--- config.mk ---
export PLATFORM = sky130hd
export DESIGN_NAME = cla_pipe_adder
export DESIGN_NICKNAME = d
export VERILOG_FILES = /design/src/rtl/cla_pkg.sv /design/src/rtl/cla_group.sv /design/src/rtl/cla_pipe_adder.sv
export SDC_FILE = /design/constraint.sdc
export NUM_CORES = 1
export LEC_CHECK = 0
export CORE_UTILIZATION = 39
export CTS_CLUSTER_SIZE = 24
export DETAILED_ROUTE_END_ITERATION = 7
export GPL_TIMING_DRIVEN = 1
export PLACE_DENSITY = 0.66
export SYNTH_ARGS = -nofsm -noshare
export SYNTH_HDL_FRONTEND = slang
export SYNTH_SLANG_ARGS = --single-unit
--- constraint.sdc ---
create_clock -name clock -period 6.3 [get_ports clock]
set_clock_uncertainty 0.15 [all_clocks]
set_input_delay 0.945 -clock clock [delete_from_list [all_inputs] [get_ports clock]]
set_output_delay 0.945 -clock clock [all_outputs]
set_load 0.005 [all_outputs]
--- src/rtl/cla_pkg.sv ---
// Shared definitions for the pipelined carry-lookahead adder.
//   DEFAULT_GROUP : default bits per lookahead group
//   MAX_GROUP     : widest group slice group_gp() accepts
//   group_gp()    : {G, P} of an n-bit generate/propagate slice
//   num_groups()  : number of lookahead groups for a given width
//   width_ok()    : legality check of a WIDTH/GROUP pair
package cla_pkg;

  localparam int unsigned DEFAULT_GROUP = 8;
  localparam int unsigned MAX_GROUP     = 64;

  // G = g[n-1] | p[n-1]g[n-2] | ... | p[n-1..1]g[0]; P = &p[n-1:0].
  // Written as a fold; synthesis flattens it into the two-level form.
  function automatic logic [1:0] group_gp(input logic [MAX_GROUP-1:0] g,
                                          input logic [MAX_GROUP-1:0] p,
                                          input int unsigned          n);
    logic gg;
    logic pp;
    gg = 1'b0;
    pp = 1'b1;
    for (int unsigned i = 0; i < MAX_GROUP; i++) begin
      if (i < n) begin
        gg = g[i] | (p[i] & gg);
        pp = pp & p[i];
      end
    end
    return {gg, pp};
  endfunction

  function automatic int unsigned num_groups(input int unsigned width,
                                             input int unsigned group);
    return width / group;
  endfunction

  function automatic bit width_ok(input int unsigned width,
                                  input int unsigned group);
    return (group != 0) && (group <= MAX_GROUP) && (width != 0) &&
           ((width % group) == 0);
  endfunction

endpackage

--- src/rtl/cla_group.sv ---
// Combinational GROUP-bit lookahead cell.
//   a, b     : group operand slices (b already conditioned for subtract)
//   cin      : carry into the group's LSB
//   g_grp_c  : group generate
//   p_grp_c  : group propagate
//   sum_c    : group sum, every bit's carry formed by flat lookahead from cin
module cla_group
  import cla_pkg::*;
#(
  parameter int unsigned GROUP = DEFAULT_GROUP
) (
  input  logic [GROUP-1:0] a,
  input  logic [GROUP-1:0] b,
  input  logic             cin,
  output logic             g_grp_c,
  output logic             p_grp_c,
  output logic [GROUP-1:0] sum_c
);

  if (GROUP == 0 || GROUP > MAX_GROUP) begin : g_bad_group
    $fatal(1, "cla_group: GROUP out of range");
  end

  logic [GROUP-1:0] g_c;
  logic [GROUP-1:0] p_c;
  logic [GROUP-1:0] carry_c;
  logic [1:0]       gp_c;
  logic             term_c;
  logic             acc_c;

  assign g_c = a & b;
  assign p_c = a ^ b;

  assign gp_c    = group_gp(MAX_GROUP'(g_c), MAX_GROUP'(p_c), GROUP);
  assign g_grp_c = gp_c[1];
  assign p_grp_c = gp_c[0];

  // Carry into bit i: cin&p[0..i-1] | OR_j g[j]&p[j+1..i-1], no ripple.
  always_comb begin
    carry_c = '0;
    term_c  = 1'b0;
    acc_c   = 1'b0;
    for (int i = 0; i < int'(GROUP); i++) begin
      term_c = cin;
      for (int m = 0; m < i; m++) begin
        term_c = term_c & p_c[m];
      end
      acc_c = term_c;
      for (int j = 0; j < i; j++) begin
        term_c = g_c[j];
        for (int m = j + 1; m < i; m++) begin
          term_c = term_c & p_c[m];
        end
        acc_c = acc_c | term_c;
      end
      carry_c[i] = acc_c;
    end
  end

  assign sum_c = p_c ^ carry_c;

endmodule

--- src/rtl/cla_pipe_adder.sv ---
// Two-stage pipelined carry-lookahead adder/subtractor with valid/ready.
//   clock, reset_n        : rising-edge clock, async active-low reset
//   in_valid / in_ready   : operand handshake
//   a, b, sub, cin        : operands; sub=1 computes a-b and ignores cin
//   out_valid / out_ready : result handshake, result held until taken
//   sum, cout, ovf, zero  : result, MSB carry (no-borrow in sub), signed
//                           overflow, sum==0
// Stage 1 registers operands and per-group G/P; stage 2 forms the group
// carries by flat lookahead over the registered G/P and the group sums.
module cla_pipe_adder
  import cla_pkg::*;
#(
  parameter int unsigned WIDTH = 32,
  parameter int unsigned GROUP = DEFAULT_GROUP
) (
  input  logic             clock,
  input  logic             reset_n,
  input  logic             in_valid,
  output logic             in_ready,
  input  logic [WIDTH-1:0] a,
  input  logic [WIDTH-1:0] b,
  input  logic             sub,
  input  logic             cin,
  output logic             out_valid,
  input  logic             out_ready,
  output logic [WIDTH-1:0] sum,
  output logic             cout,
  output logic             ovf,
  output logic             zero
);

  if (!width_ok(WIDTH, GROUP)) begin : g_bad_width
    $fatal(1, "cla_pipe_adder: WIDTH must be a nonzero multiple of GROUP");
  end

  localparam int unsigned NG = num_groups(WIDTH, GROUP);

  // Operand conditioning and stage-1 group generate/propagate
  logic [WIDTH-1:0] bp_c;
  logic             c0_c;
  logic [NG-1:0]    gg_c;
  logic [NG-1:0]    gp_c;
  logic [WIDTH-1:0] unused_s1_sum;

  assign bp_c = sub ? ~b : b;
  assign c0_c = sub | cin;

  // Stage registers
  logic             s1_valid_q, s1_valid_d;
  logic [WIDTH-1:0] a_q, a_d;
  logic [WIDTH-1:0] bp_q, bp_d;
  logic             c0_q, c0_d;
  logic [NG-1:0]    gg_q, gg_d;
  logic [NG-1:0]    gp_q, gp_d;
  logic             out_valid_q, out_valid_d;
  logic [WIDTH-1:0] sum_q, sum_d;
  logic             cout_q, cout_d;
  logic             ovf_q, ovf_d;
  logic             zero_q, zero_d;

  // Stage-2 combinational results
  logic [NG:0]      gc_c;
  logic [WIDTH-1:0] sum_c;
  logic [NG-1:0]    unused_s2_g;
  logic [NG-1:0]    unused_s2_p;
  logic             grp_term_c;
  logic             grp_acc_c;

  logic             s1_adv_c;
  logic             in_ready_c;
  logic             in_xfer_c;

  for (genvar k = 0; k < int'(NG); k++) begin : g_grp
    cla_group #(.GROUP(GROUP)) u_s1 (
      .a       (a[k*GROUP +: GROUP]),
      .b       (bp_c[k*GROUP +: GROUP]),
      .cin     (1'b0),
      .g_grp_c (gg_c[k]),
      .p_grp_c (gp_c[k]),
      .sum_c   (unused_s1_sum[k*GROUP +: GROUP])
    );

    cla_group #(.GROUP(GROUP)) u_s2 (
      .a       (a_q[k*GROUP +: GROUP]),
      .b       (bp_q[k*GROUP +: GROUP]),
      .cin     (gc_c[k]),
      .g_grp_c (unused_s2_g[k]),
      .p_grp_c (unused_s2_p[k]),
      .sum_c   (sum_c[k*GROUP +: GROUP])
    );
  end

  // Group carries: C(k) = c0&P[0..k-1] | OR_j G[j]&P[j+1..k-1]
  always_comb begin
    gc_c       = '0;
    grp_term_c = 1'b0;
    grp_acc_c  = 1'b0;
    for (int k = 0; k <= int'(NG); k++) begin
      grp_term_c = c0_q;
      for (int m = 0; m < k; m++) begin
        grp_term_c = grp_term_c & gp_q[m];
      end
      grp_acc_c = grp_term_c;
      for (int j = 0; j < k; j++) begin
        grp_term_c = gg_q[j];
        for (int m = j + 1; m < k; m++) begin
          grp_term_c = grp_term_c & gp_q[m];
        end
        grp_acc_c = grp_acc_c | grp_term_c;
      end
      gc_c[k] = grp_acc_c;
    end
  end

  // Pipeline control and next-state
  always_comb begin
    s1_adv_c    = s1_valid_q && (!out_valid_q || out_ready);
    in_ready_c  = !s1_valid_q || s1_adv_c;
    in_xfer_c   = in_valid && in_ready_c;

    s1_valid_d  = in_xfer_c || (s1_valid_q && !s1_adv_c);
    a_d         = a_q;
    bp_d        = bp_q;
    c0_d        = c0_q;
    gg_d        = gg_q;
    gp_d        = gp_q;

    out_valid_d = s1_adv_c || (out_valid_q && !out_ready);
    sum_d       = sum_q;
    cout_d      = cout_q;
    ovf_d       = ovf_q;
    zero_d      = zero_q;

    if (in_xfer_c) begin
      a_d  = a;
      bp_d = bp_c;
      c0_d = c0_c;
      gg_d = gg_c;
      gp_d = gp_c;
    end

    if (s1_adv_c) begin
      sum_d  = sum_c;
      cout_d = gc_c[NG];
      ovf_d  = (a_q[WIDTH-1] == bp_q[WIDTH-1]) &&
               (sum_c[WIDTH-1] != a_q[WIDTH-1]);
      zero_d = ~|sum_c;
    end
  end

  always_ff @(posedge clock or negedge reset_n) begin
    if (!reset_n) begin
      s1_valid_q  <= 1'b0;
      a_q         <= '0;
      bp_q        <= '0;
      c0_q        <= 1'b0;
      gg_q        <= '0;
      gp_q        <= '0;
      out_valid_q <= 1'b0;
      sum_q       <= '0;
      cout_q      <= 1'b0;
      ovf_q       <= 1'b0;
      zero_q      <= 1'b0;
    end else begin
      s1_valid_q  <= s1_valid_d;
      a_q         <= a_d;
      bp_q        <= bp_d;
      c0_q        <= c0_d;
      gg_q        <= gg_d;
      gp_q        <= gp_d;
      out_valid_q <= out_valid_d;
      sum_q       <= sum_d;
      cout_q      <= cout_d;
      ovf_q       <= ovf_d;
      zero_q      <= zero_d;
    end
  end

  // in_ready depends only on pipeline state and out_ready
  assign in_ready  = in_ready_c;
  assign out_valid = out_valid_q;
  assign sum       = sum_q;
  assign cout      = cout_q;
  assign ovf       = ovf_q;
  assign zero      = zero_q;

endmodule

Yosys cells after proc, flatten, opt, wreduce, memory -nomap -nowiden
Index checks and enable logic that the tools add are counted.
Widths: inputs -> output; s select.

storage, ports and cells
  register bits after elaboration = 110
  input bits = 70
  output and inout bits = 37
  logic and storage cells = 379

cells by class
  bitwise logic cells = 350
  reduce and logical (&&, ||, !) cells = 15
  mux-type cells = 1
  eq/ne operators = 2

operators by type and width
  cell               count
  $and 1x1->1        178
  $or 1x1->1         151
  $xor 8x8->8        12
  $and 8x8->8        4
  $mux 32            1
  $not 32->32        1
  $reduce_or 32->1   1
  $and 7x7->7        4
  $logic_and 1x1->1  5
  $logic_not 1->1    5
  $logic_or 1x1->1   4
  $eq 1x1->1         1
  $ne 1x1->1         1

Longest topological paths before layout
Gate-level depths: netlist of the first run.

  depth after elaboration = 23
  gate-level depth with buffers = 11

Modules after synthesis
From an unflattened synthesis of the first run, not the netlist that was laid out.

unflattened totals
  cell total of the unflattened synthesis = 711
  area total of the unflattened synthesis = 8,114.0 um2

modules (own cells, without submodules)
  module                         cells an instance  instances  area each (um2)
  cla_pipe_adder                 297                1          4,892.2
  cla_group (g_grp[1].u_s2 ...)  55                 3          424.2
  cla_group (g_grp[2].u_s1 ...)  52                 2          400.4
  cla_group (g_grp[0].u_s2 ...)  51                 2          392.9
  cla_group (g_grp[0].u_s1)      43                 1          362.8

Worst setup path after synthesis of the first run
No wires, ideal clock.

  kind = in2reg
  start = in sub
  end = reg gg_q[2]
  stages = 11
  data arrival time = 2,950 ps
  setup time = 128 ps
  slack = 3,072 ps
  path buffers = 2
  cell sequence = clkbuf_1 > clkbuf_1 > xor2_1 > ha_1 > a21o_1 > a21o_1 > a21o_1 > a21oi_1 > nor2b_1 > o21ai_0 > a21oi_1

between the ends
  longest elaborated chain between the ends = 16
  elaborated cells on any way between the ends = 17
  those cells by class = 1 x mux; 16 x bitwise

RTL lines
  what                  RTL line               RTL
  start, declared       cla_pipe_adder.sv:22   input logic sub,
  $mux 32 *             cla_pipe_adder.sv:45   assign bp_c = sub ? ~b : b;
  net bp_c[17]          cla_pipe_adder.sv:39   logic [WIDTH-1:0] bp_c;
  $xor 8x8->8           cla_group.sv:32        assign p_c = a ^ b;
  $and 1x1->1           cla_pkg.sv:23          gg = g[i] | (p[i] & gg);
  $or 1x1->1 *          cla_pkg.sv:23
  $and 1x1->1 *         cla_pkg.sv:23
  $or 1x1->1 *          cla_pkg.sv:23
  $and 1x1->1 *         cla_pkg.sv:23
  $or 1x1->1 *          cla_pkg.sv:23
  $and 1x1->1 *         cla_pkg.sv:23
  $or 1x1->1 *          cla_pkg.sv:23
  $and 1x1->1 *         cla_pkg.sv:23
  $or 1x1->1 *          cla_pkg.sv:23
  $and 1x1->1 *         cla_pkg.sv:23
  $or 1x1->1 *          cla_pkg.sv:23
  $and 1x1->1 *         cla_pkg.sv:23
  $or 1x1->1 *          cla_pkg.sv:23
  end signal, assigned  cla_pipe_adder.sv:169  gg_q <= gg_d;
  end, declared         cla_pipe_adder.sv:53   logic [NG-1:0] gg_q, gg_d;

Mark *: on every way through the listed nets, which the timed path passes. The rest lies on a longest branch.
A chain may end at the register's enable or synchronous reset.

Worst setup path after layout of the first run
  start = reg gp_q[0]
  end = reg zero_q (netlist: zero)

between the ends
  elaborated cells on any way between the ends = 119
  those cells by class = 117 x bitwise; 2 x reduce/logical

RTL lines
  what                        RTL line               RTL
  start, declared             cla_pipe_adder.sv:54   logic [NG-1:0] gp_q, gp_d;
  start signal, assigned      cla_pipe_adder.sv:170  gp_q <= gp_d;
  $and 1x1->1 (3 in series)   cla_pipe_adder.sv:101  grp_term_c = grp_term_c & gp_q[m];
  $or 1x1->1 (3 in series)    cla_pipe_adder.sv:109  grp_acc_c = grp_acc_c | grp_term_c;
  $xor 8x8->8                 cla_group.sv:60        assign sum_c = p_c ^ carry_c;
  net g_grp[3].u_s2.sum_c[0]  cla_group.sv:17        output logic [GROUP-1:0] sum_c
  $reduce_or 32->1            cla_pipe_adder.sv:147  zero_d = ~|sum_c;
  $logic_not 1->1             cla_pipe_adder.sv:147
  end signal, assigned        cla_pipe_adder.sv:175  zero_q <= zero_d;
  end, declared               cla_pipe_adder.sv:59   logic zero_q, zero_d;

The timed path passes the listed nets, and every way through them passes these cells.

==> results of run 1 <==
flip-flops by register name, summed over array words and instances, names as in the netlist:
register    flops
sum            32
gg_q            4
zero            1
cout            1
out_valid       1
c0_q            1
bp_q           32
a_q            32
gp_q            4
ovf             1
s1_valid_q      1
layout make-up:
type | count | area share (%)
repair buffers | 109 | 13.7
well taps | 216 | 3.44
clock buffers | 13 | 3.44
inverters | 5 | 0.239
clock inverters | 3 | 0.223
flip-flops and latches | 110 | 35.0
multi-input cells | 402 | 44.0
worst max-delay path, stage by stage (launching register included):
cell and delay, ps:
dfrtp_1 380, a21o_1 220, a21o_1 230, a21o_1 230
fa_1 460, nor4b_1 260, nand4_1 120, or3_1 320
nor4_1 250, and4_1 230, nand4_1 110, o41ai_2 240
synthesized netlist by cell type (2+ instances only):
cell type / n / area (um2)
and3b_1: 3 / 26.3
o211ai_1: 6 / 45.0
nor4_1: 2 / 12.5
o22ai_1: 2 / 12.5
or2_2: 2 / 12.5
nand3_1: 2 / 10.0
nor2_1: 17 / 63.8
a311oi_1: 2 / 17.5
fa_1: 4 / 80.1
a211o_1: 3 / 26.3
or3_1: 6 / 37.5
mux2_2: 77 / 867
dfrtp_1: 110 / 2750
a21o_1: 10 / 75.1
xor2_1: 40 / 350
a211oi_1: 5 / 37.5
a21boi_0: 4 / 30.0
a41o_1: 2 / 20.0
clkbuf_1: 13 / 48.8
o21a_1: 4 / 30.0
nand2_1: 34 / 128
inv_1: 5 / 18.8
o31ai_1: 9 / 67.6
o41ai_1: 2 / 17.5
and2_1: 8 / 50.1
nand4_1: 8 / 50.1
nor2b_1: 4 / 25.0
o21ai_0: 20 / 100
buf_1: 5 / 18.8
a21oi_1: 20 / 100
nor3_1: 8 / 40.0
xnor2_1: 11 / 96.3
ha_1: 64 / 801
o31a_1: 2 / 17.5
nand2b_1: 6 / 37.5
worst max-delay path by stage:
| stage | from | cells past startpoint | endpoint | slack, ps |
|---|---|---|---|---|
| floorplan | sub | 11 | gg_q[2] | 3070 |
| global placement | out_ready | 3 | in_ready | 3090 |
| detailed placement | gp_q[0] | 11 | zero | 2970 |
| CTS | c0_q | 11 | zero | 2970 |
| global route | gg_q[0] | 11 | zero | 2700 |
| finish | gp_q[0] | 11 | zero | 2990 |
metrics by stage:
step           total power [mW]  worst slack (ps)  instance area (um2)  utilization [%]  instances
2_1_floorplan              1.61              3070                 6290                -        535
3_3_place_gp               2.08              3090                 7580             47.9        842
3_5_place_dp               2.11              2970                 7580             47.9        842
4_1_cts                    2.67              2970                 7860             49.7        858
5_1_grt                    2.83              2700                 7860             49.7        858
6_report                   2.64              2990                 7860             49.7        858
layer usage:
metal / vias up / GRT usage [%] / wire length (um)
met2: 105 / 28.9 / 6500
met5: - / 0 / 0
met4: 0 / 8.03 / 359
met1: 2134 / 24.8 / 6770
met3: 20 / 2.58 / 442
li1: 2148 / - / -
where the power goes:
| group | switching (mW) | total (mW) | leakage (nW) | internal (mW) |
|---|---|---|---|---|
| clock network | 0.256 | 0.556 | 0.142 | 0.300 |
| logic | 0.499 | 1.08 | 1.99 | 0.579 |
| registers | 0.124 | 1.01 | 1.30 | 0.888 |
| total | 0.878 | 2.64 | 3.43 | 1.77 |
cell families (layout without fill, tap and decap cells):
family                   Yosys count  in the layout  share of synthesized area, %
AO/OA/AOI/OAI                    102            102                          11.6
XOR/XNOR                          51             51                          7.10
adder cells (fa/ha/maj)           68             68                          14.0
buffers and inverters             23            130                          1.37
flip-flops                       110            110                          43.8
multiplexers                      77             77                          13.8
AND/OR/NAND/NOR                  104            104                          8.34
==> results.toml, run 1 <==
[worst_setup_path]
reg2reg_from = "gp_q[0]"
crit_required_ps = 6390
cp.arrival_ps = 3400
ff2ff_setup_slack_ps = 2990
start_kind = "flip-flop"
reg2regPathDepth = 11
cp-end-kind = "flip-flop"
rr_endpoint = "zero"
crit_type = "flip-flop to flip-flop"
critPathMaxFanout = 3

[clocking]
cts_made_buffers = 9
cts_tree = "built"
cts_buffer_depth = 2
cts_setup_buffers = 0
postCtsResizedCells = 0
cts_sinks = 110
cts.htree.levels = 3
holdBufCountCts = 0
clk_latency_ps = 350
clk_pin_slew_ps = 70
root_buffer = "clkbuf_16"

[power_and_ir_drop]
power_density_nw_per_um2 = 336
p_leak_nw = 3.43
irDropWorstVdd_uv = 181

[floorplanning]
dieHeight_um = 129
io_pins = 107
start_util_pct = 39.7
die_area_um2 = 16600
die-width_um = 129
rows = 46
core-area_um2 = 15800

[outcome]
status = "complete, no violations"

[detailed_routing]
drcViolationCount = 0
num_vias = 4407
drtPass1Iterations = 4
routed_via_density = 5.14
drt_iter0_markers = 219
antenna_left = 0
avgRoutedWirePerCell_um = 16.4
wl_um = 14100

[global_routing]
globalRouteOverflowTotal = 0
grt_start_max_net_pins = 86
grt_pass1_vias = 4538
antenna_found_initial = 0
grt.total_usage_pct = 18.2
grt_pass1_wl_um = 23100

[final_layout]
diodes = 0
layout_commonest_cell = "dfrtp_1"
drive_gt1_share_pct = 16.8
area_delta_synth_final_pct = 25.0
ff_latch_area_um2 = 2750
fill_cells = 1418
multi_input_area_um2 = 3460
num-nets-final = 775
mostFrequentLayoutCells = "dfrtp_1, clkdlybuf4s50_1, mux2_2"

[min_path]
worstHoldPathType = "flip-flop to flip-flop"
hold_start = "sum[21]"
hold_depth = 2
min_to = "sum[21]"

[synth]
synthesis.area_um2 = 6290
async_flop_share_pct = 100
yosys_warnings = 0
synth_flop_cell = "dfrtp_1"
synth_edf_count = 0
avgSynthCellArea_um2 = 11.8
synth_seq_cells = 110
syn_inst = 535
syn_nets = 673
ys_seq_area_share_pct = 43.8
synth_cell_type_count = 50

[timing]
slew_headroom_pct = 29.1
final.setup.tns_ps = 0
rsz0062_at_grt = "no"
hold_viol = 0
worst_pin_slew_ps = 1060
fmax_ghz = 0.302
setup_violations = 0
period_needed_ps = 3310
hold_ws_ps = 336
slew_violations = 0
fin_crit_sh_pct = 52.5

[flow_run]
cap_violations = 0

[place]
post-dp-hpwl_um = 11000
io_buffers = 106
gp_congestion = 0.811
Note: power is estimated with default switching activity, not from simulation.
==> run 2: changes to the inputs <==
==> constraint.sdc (replaced) <==
create_clock -name clock -period 3.1 [get_ports clock]
set_clock_uncertainty 0.15 [all_clocks]
set_input_delay 0.465 -clock clock [delete_from_list [all_inputs] [get_ports clock]]
set_output_delay 0.465 -clock clock [all_outputs]
set_load 0.005 [all_outputs]
==> results.toml, run 2 (same netlist as run 1, synthesis figures left out) <==
[timing]
period_needed_ps = 3090
slew_headroom_pct = 52.1
hold_ws_ps = 22.8
slew_violations = 0
hold_viol = 0
rsz0062_at_grt = "yes"
setup_violations = 0
setup_ws_ps = 6.18
final.setup.tns_ps = 0
worst_pin_slew_ps = 718
fmax_ghz = 0.323
fin_crit_sh_pct = 99.8

[floorplanning]
dieHeight_um = 129
die-width_um = 129
rows = 46
die_area_um2 = 16600
core-area_um2 = 15800
io_pins = 107
start_util_pct = 39.7

[final_layout]
area_delta_synth_final_pct = 28.2
diodes = 0
multi_input_area_um2 = 3480
fill_cells = 1377
mostFrequentLayoutCells = "dfrtp_1, clkdlybuf4s50_1, mux2_2"
utilization_pct = 50.9
final_cell_area_um2 = 8060
drive_gt1_share_pct = 18.4
layout_commonest_cell = "dfrtp_1"
ff_latch_area_um2 = 2750
num-nets-final = 784
layout.cells.non_filler = 867

[place]
post-place-ws_ps = 15.4
place_area_um2 = 7690
post-dp-hpwl_um = 11500
gp_congestion = 0.847
dp_cells = 851
io_buffers = 106

[power_and_ir_drop]
p_comb_share_pct = 39.8
p_switching_mw = 1.82
clkPwrFrac_pct = 23.7
pwr-share-seq_pct = 36.5
power_mw = 5.65
power_density_nw_per_um2 = 701
internal_power_mw = 3.83
p_leak_nw = 3.52
irDropWorstVdd_uv = 396
p_sw_share_pct = 32.2

[worst_setup_path]
crit_family = "simple AND/OR/NAND/NOR gates"
cp.arrival_ps = 3200
reg2regPathDepth = 11
cp-end-kind = "flip-flop"
path_cells = "a21o_1 > a21o_1 > a21o_1 > fa_1 > nor4b_2 > nand4_1 > or3_1 > nor4_1 > and4_1 > nand4_1 > o41ai_2"
cpPeakStageDelay_ps = 470
crit_type = "flip-flop to flip-flop"
ff2ff_setup_slack_ps = 6
cp_common_cell = "a21o_1"
crit_buf_inv = 0
start_kind = "flip-flop"
crit_required_ps = 3200
path_depth = 11
critPathSlowestCell = "fa_1"
critPathMaxFanout = 2

[global_routing]
grt_pass1_wl_um = 23600
grt.total_usage_pct = 18.5
antenna_found_initial = 0
grt_pass1_vias = 4665
globalRouteOverflowTotal = 0
grt_start_max_net_pins = 57

[detailed_routing]
drcViolationCount = 0
drt_iter0_markers = 272
drtPass1Iterations = 4
routed_via_density = 5.18
avgRoutedWirePerCell_um = 16.5
antenna_left = 0
num_vias = 4490
wl_um = 14300

[clocking]
root_buffer = "clkbuf_16"
cts_sinks = 110
clk_latency_ps = 350
holdBufCountCts = 0
cts_made_buffers = 9
cts_tree = "built"
cts.htree.levels = 3
cts_buffer_depth = 2
clk_pin_slew_ps = 70
cts_setup_buffers = 0

[min_path]
worstHoldPathType = "input pin to async pin"

[outcome]
status = "complete, no violations"

[flow_run]
cap_violations = 0
==> run 2: cell types whose count changed in the layout (fill, tap and decap cells not counted), moves of 2 or more <==
| cell | before | now |
|---|---|---|
| clkinv_2 | 2 | 0 |
| clkbuf_8 | 3 | 1 |
| bufinv_16 | 0 | 3 |
| buf_12 | 0 | 4 |
| buf_4 | 4 | 9 |
==> run 2: worst paths after layout <==
check                           endpoint  startpoint
worst max-delay path                zero     gp_q[0]
worst min-delay path             bp_q[7]     reset_n
worst max register to register      zero     gp_q[0]
worst min register to register   gg_q[1]     gg_q[1]
max in group asynchronous        a_q[20]     reset_n
min in group clock               gg_q[1]     gg_q[1]
==> run 2: metal layers <==
metal / vias up / part of all wire, % / GRT usage [%]
li1: 2167 / - / -
met1: 2213 / 46 / 24.8
met2: 96 / 49 / 31.2
met3: 14 / 4.2 / 2.45
met4: 0 / 1.6 / 5.61
met5: - / 0 / 0
==> run 2: power by group through the flow <==
stage | registers, mW | clock network (mW) | logic [mW]
after global placement | 2.08 | 0 | 2.17
after CTS | 2.07 | 1.37 | 2.25
after detailed placement | 2.10 | 0 | 2.23
final | 2.06 | 1.34 | 2.25
after global routing | 2.11 | 1.41 | 2.48
after floorplan | 2.02 | 0 | 1.26
==> run 2: cell type report <==
type / count / share of cell area [%]
multi-input cells: 402 / 43.1
flip-flops and latches: 110 / 34.1
repair buffers: 118 / 14.8
well taps: 216 / 3.35
clock buffers: 11 / 3.01
clock inverters: 5 / 1.32
inverters: 5 / 0.233
==> run 2: timing repair <==
action | in CTS | in global routing
resized for setup | 1 | 3
endpoints found under the setup margin | 1 | 3
pin swaps | 0 | 0
gates cloned | 0 | 0
==> run 3: changes to the inputs <==
--- a/config.mk
+++ b/config.mk
@@ -6,10 +6,10 @@
 export NUM_CORES = 1
 export LEC_CHECK = 0
 export CORE_UTILIZATION = 39
-export CTS_CLUSTER_SIZE = 24
 export DETAILED_ROUTE_END_ITERATION = 7
 export GPL_TIMING_DRIVEN = 1
 export PLACE_DENSITY = 0.66
 export SYNTH_ARGS = -nofsm -noshare
 export SYNTH_HDL_FRONTEND = slang
 export SYNTH_SLANG_ARGS = --single-unit
+export TNS_END_PERCENT = 30
==> constraint.sdc (replaced) <==
create_clock -name clock -period 3.1 [get_ports clock]
set_clock_uncertainty 0.15 [all_clocks]
set_input_delay 0.465 -clock clock [delete_from_list [all_inputs] [get_ports clock]]
set_output_delay 0.465 -clock clock [all_outputs]
set_load 0.1 [all_outputs]
==> results.toml, run 3 (same netlist as run 1, synthesis figures left out) <==
[global_routing]
grt.total_usage_pct = 18.7
grt_pass1_vias = 4750
grt_pass1_wl_um = 23600
globalRouteOverflowTotal = 0
antenna_found_initial = 0
grt_start_max_net_pins = 57

[detailed_routing]
avgRoutedWirePerCell_um = 16.9
num_vias = 4508
antenna_left = 0
routed_via_density = 5.19
drt_iter0_markers = 198
wl_um = 14700
drtPass1Iterations = 4
drcViolationCount = 0

[place]
io_buffers = 106
dp_cells = 853
place_area_um2 = 7610
gp_congestion = 0.856
post-dp-hpwl_um = 11800
post-place-ws_ps = -115

[clocking]
clk_latency_ps = 360
cts_sinks = 110
holdBufCountCts = 0
cts_tree = "built"
cts_made_buffers = 9
clk_pin_slew_ps = 70
cts_buffer_depth = 2
root_buffer = "clkbuf_16"
cts_setup_buffers = 0
cts.htree.levels = 3

[timing]
rsz0062_at_grt = "yes"
worst_pin_slew_ps = 742
fin_crit_sh_pct = 98.9
setup_ws_ps = 34.3
fmax_ghz = 0.326
slew_violations = 0
period_needed_ps = 3070
slew_headroom_pct = 50.5
setup_violations = 0
hold_viol = 0

[final_layout]
final_cell_area_um2 = 7920
diodes = 0
utilization_pct = 50.0
drive_gt1_share_pct = 24.7
area_delta_synth_final_pct = 25.9
mostFrequentLayoutCells = "dfrtp_1, mux2_2, clkdlybuf4s50_1"
layout.cells.non_filler = 869
num-nets-final = 786
layout_commonest_cell = "dfrtp_1"
fill_cells = 1405

[outcome]
status = "complete, no violations"

[worst_setup_path]
crit_family = "simple AND/OR/NAND/NOR gates"
cp-end-kind = "flip-flop"
critPathSlowestCell = "fa_1"
reg2regPathDepth = 11
critPathMaxFanout = 2
worstSetupStartpoint = "gp_q[0]"
reg2reg_from = "gp_q[0]"
crit_buf_inv = 0
crit_type = "flip-flop to flip-flop"
crit_required_ps = 3210
start_kind = "flip-flop"
ff2ff_setup_slack_ps = 30
cp.arrival_ps = 3170
cpPeakStageDelay_ps = 480
cp_common_cell = "a21o_1"
rr_endpoint = "zero"
path_cells = "a21o_1 > a21o_1 > a21o_1 > fa_1 > nor4b_2 > nand4_1 > or3_1 > nor4_2 > and4_1 > nand4_1 > o41ai_2"

[floorplanning]
io_pins = 107
die_area_um2 = 16600
die-width_um = 129
rows = 46
core-area_um2 = 15800
start_util_pct = 39.7
dieHeight_um = 129

[power_and_ir_drop]
irDropWorstVdd_uv = 658
p_leak_nw = 3.54
power_density_nw_per_um2 = 876

[flow_run]
cap_violations = 0

[min_path]
worstHoldPathType = "input pin to async pin"
[run 3: cell count changes in the layout (fill, tap and decap cells not counted), moves of 2 or more]
cell,delta
clkdlybuf4s50_1,-37
bufinv_16,-2
buf_4,+40
clkinv_2,+4
[run 3: worst max path at each step]
| stage | to | slack (ps) | cells past startpoint |
|---|---|---|---|
| after floorplan | a_q[22] | -30 | 5 |
| after global placement | zero | 10 | 11 |
| final | zero | 30 | 11 |
| after global routing | zero | -170 | 11 |
| after CTS | zero | -10 | 11 |
| after detailed placement | zero | -110 | 11 |
[run 3: timing repair]
action | in CTS | in global routing
setup endpoints to repair | 1 | 3
gates resized for setup | 1 | 5
pin swaps | 2 | 0
[run 3: area by class of cell]
type,instances,area (um2),share of cell area [%]
clock buffer,11,233,2.94
clock inverter,5,50.0,0.632
inverter,5,18.8,0.237
multi-input combinational,402,3490,44.0
sequential,110,2760,34.8
tap,216,270,3.41
timing repair buffer,120,1100,13.9
[run 3: report_power, final]
part	total [mW]	switching [mW]	internal [mW]
sequential	2.08	0.273	1.81
clock	1.14	0.516	0.622
combinational	3.72	2.59	1.14
total	6.94	3.38	3.56
[run 3: layer usage]
metal	global-route usage, %	share of wire [%]
met5	0	0
met4	7.06	1.5
met3	2.37	4.4
met2	32.0	48
met1	24.1	46
[run 3: metrics by stage]
stage	hold slack (ps)	TNS [ps]	power, mW
finish	13.3	0	6.94
global placement	320	0	5.74
global route	84.3	-172	7.28
CTS	61.3	-10.7	6.96
floorplan	19.4	-556	4.80
detailed placement	324	-115	5.81
[run 3: worst reg2reg max path, delay by kind of cell (launching register included)]
kind,cells,cell delay (ps)
adders and majority gates,1,480
AOI/OAI and AO/OA,4,810
and+or+nand+nor,6,1160
DFF,1,380
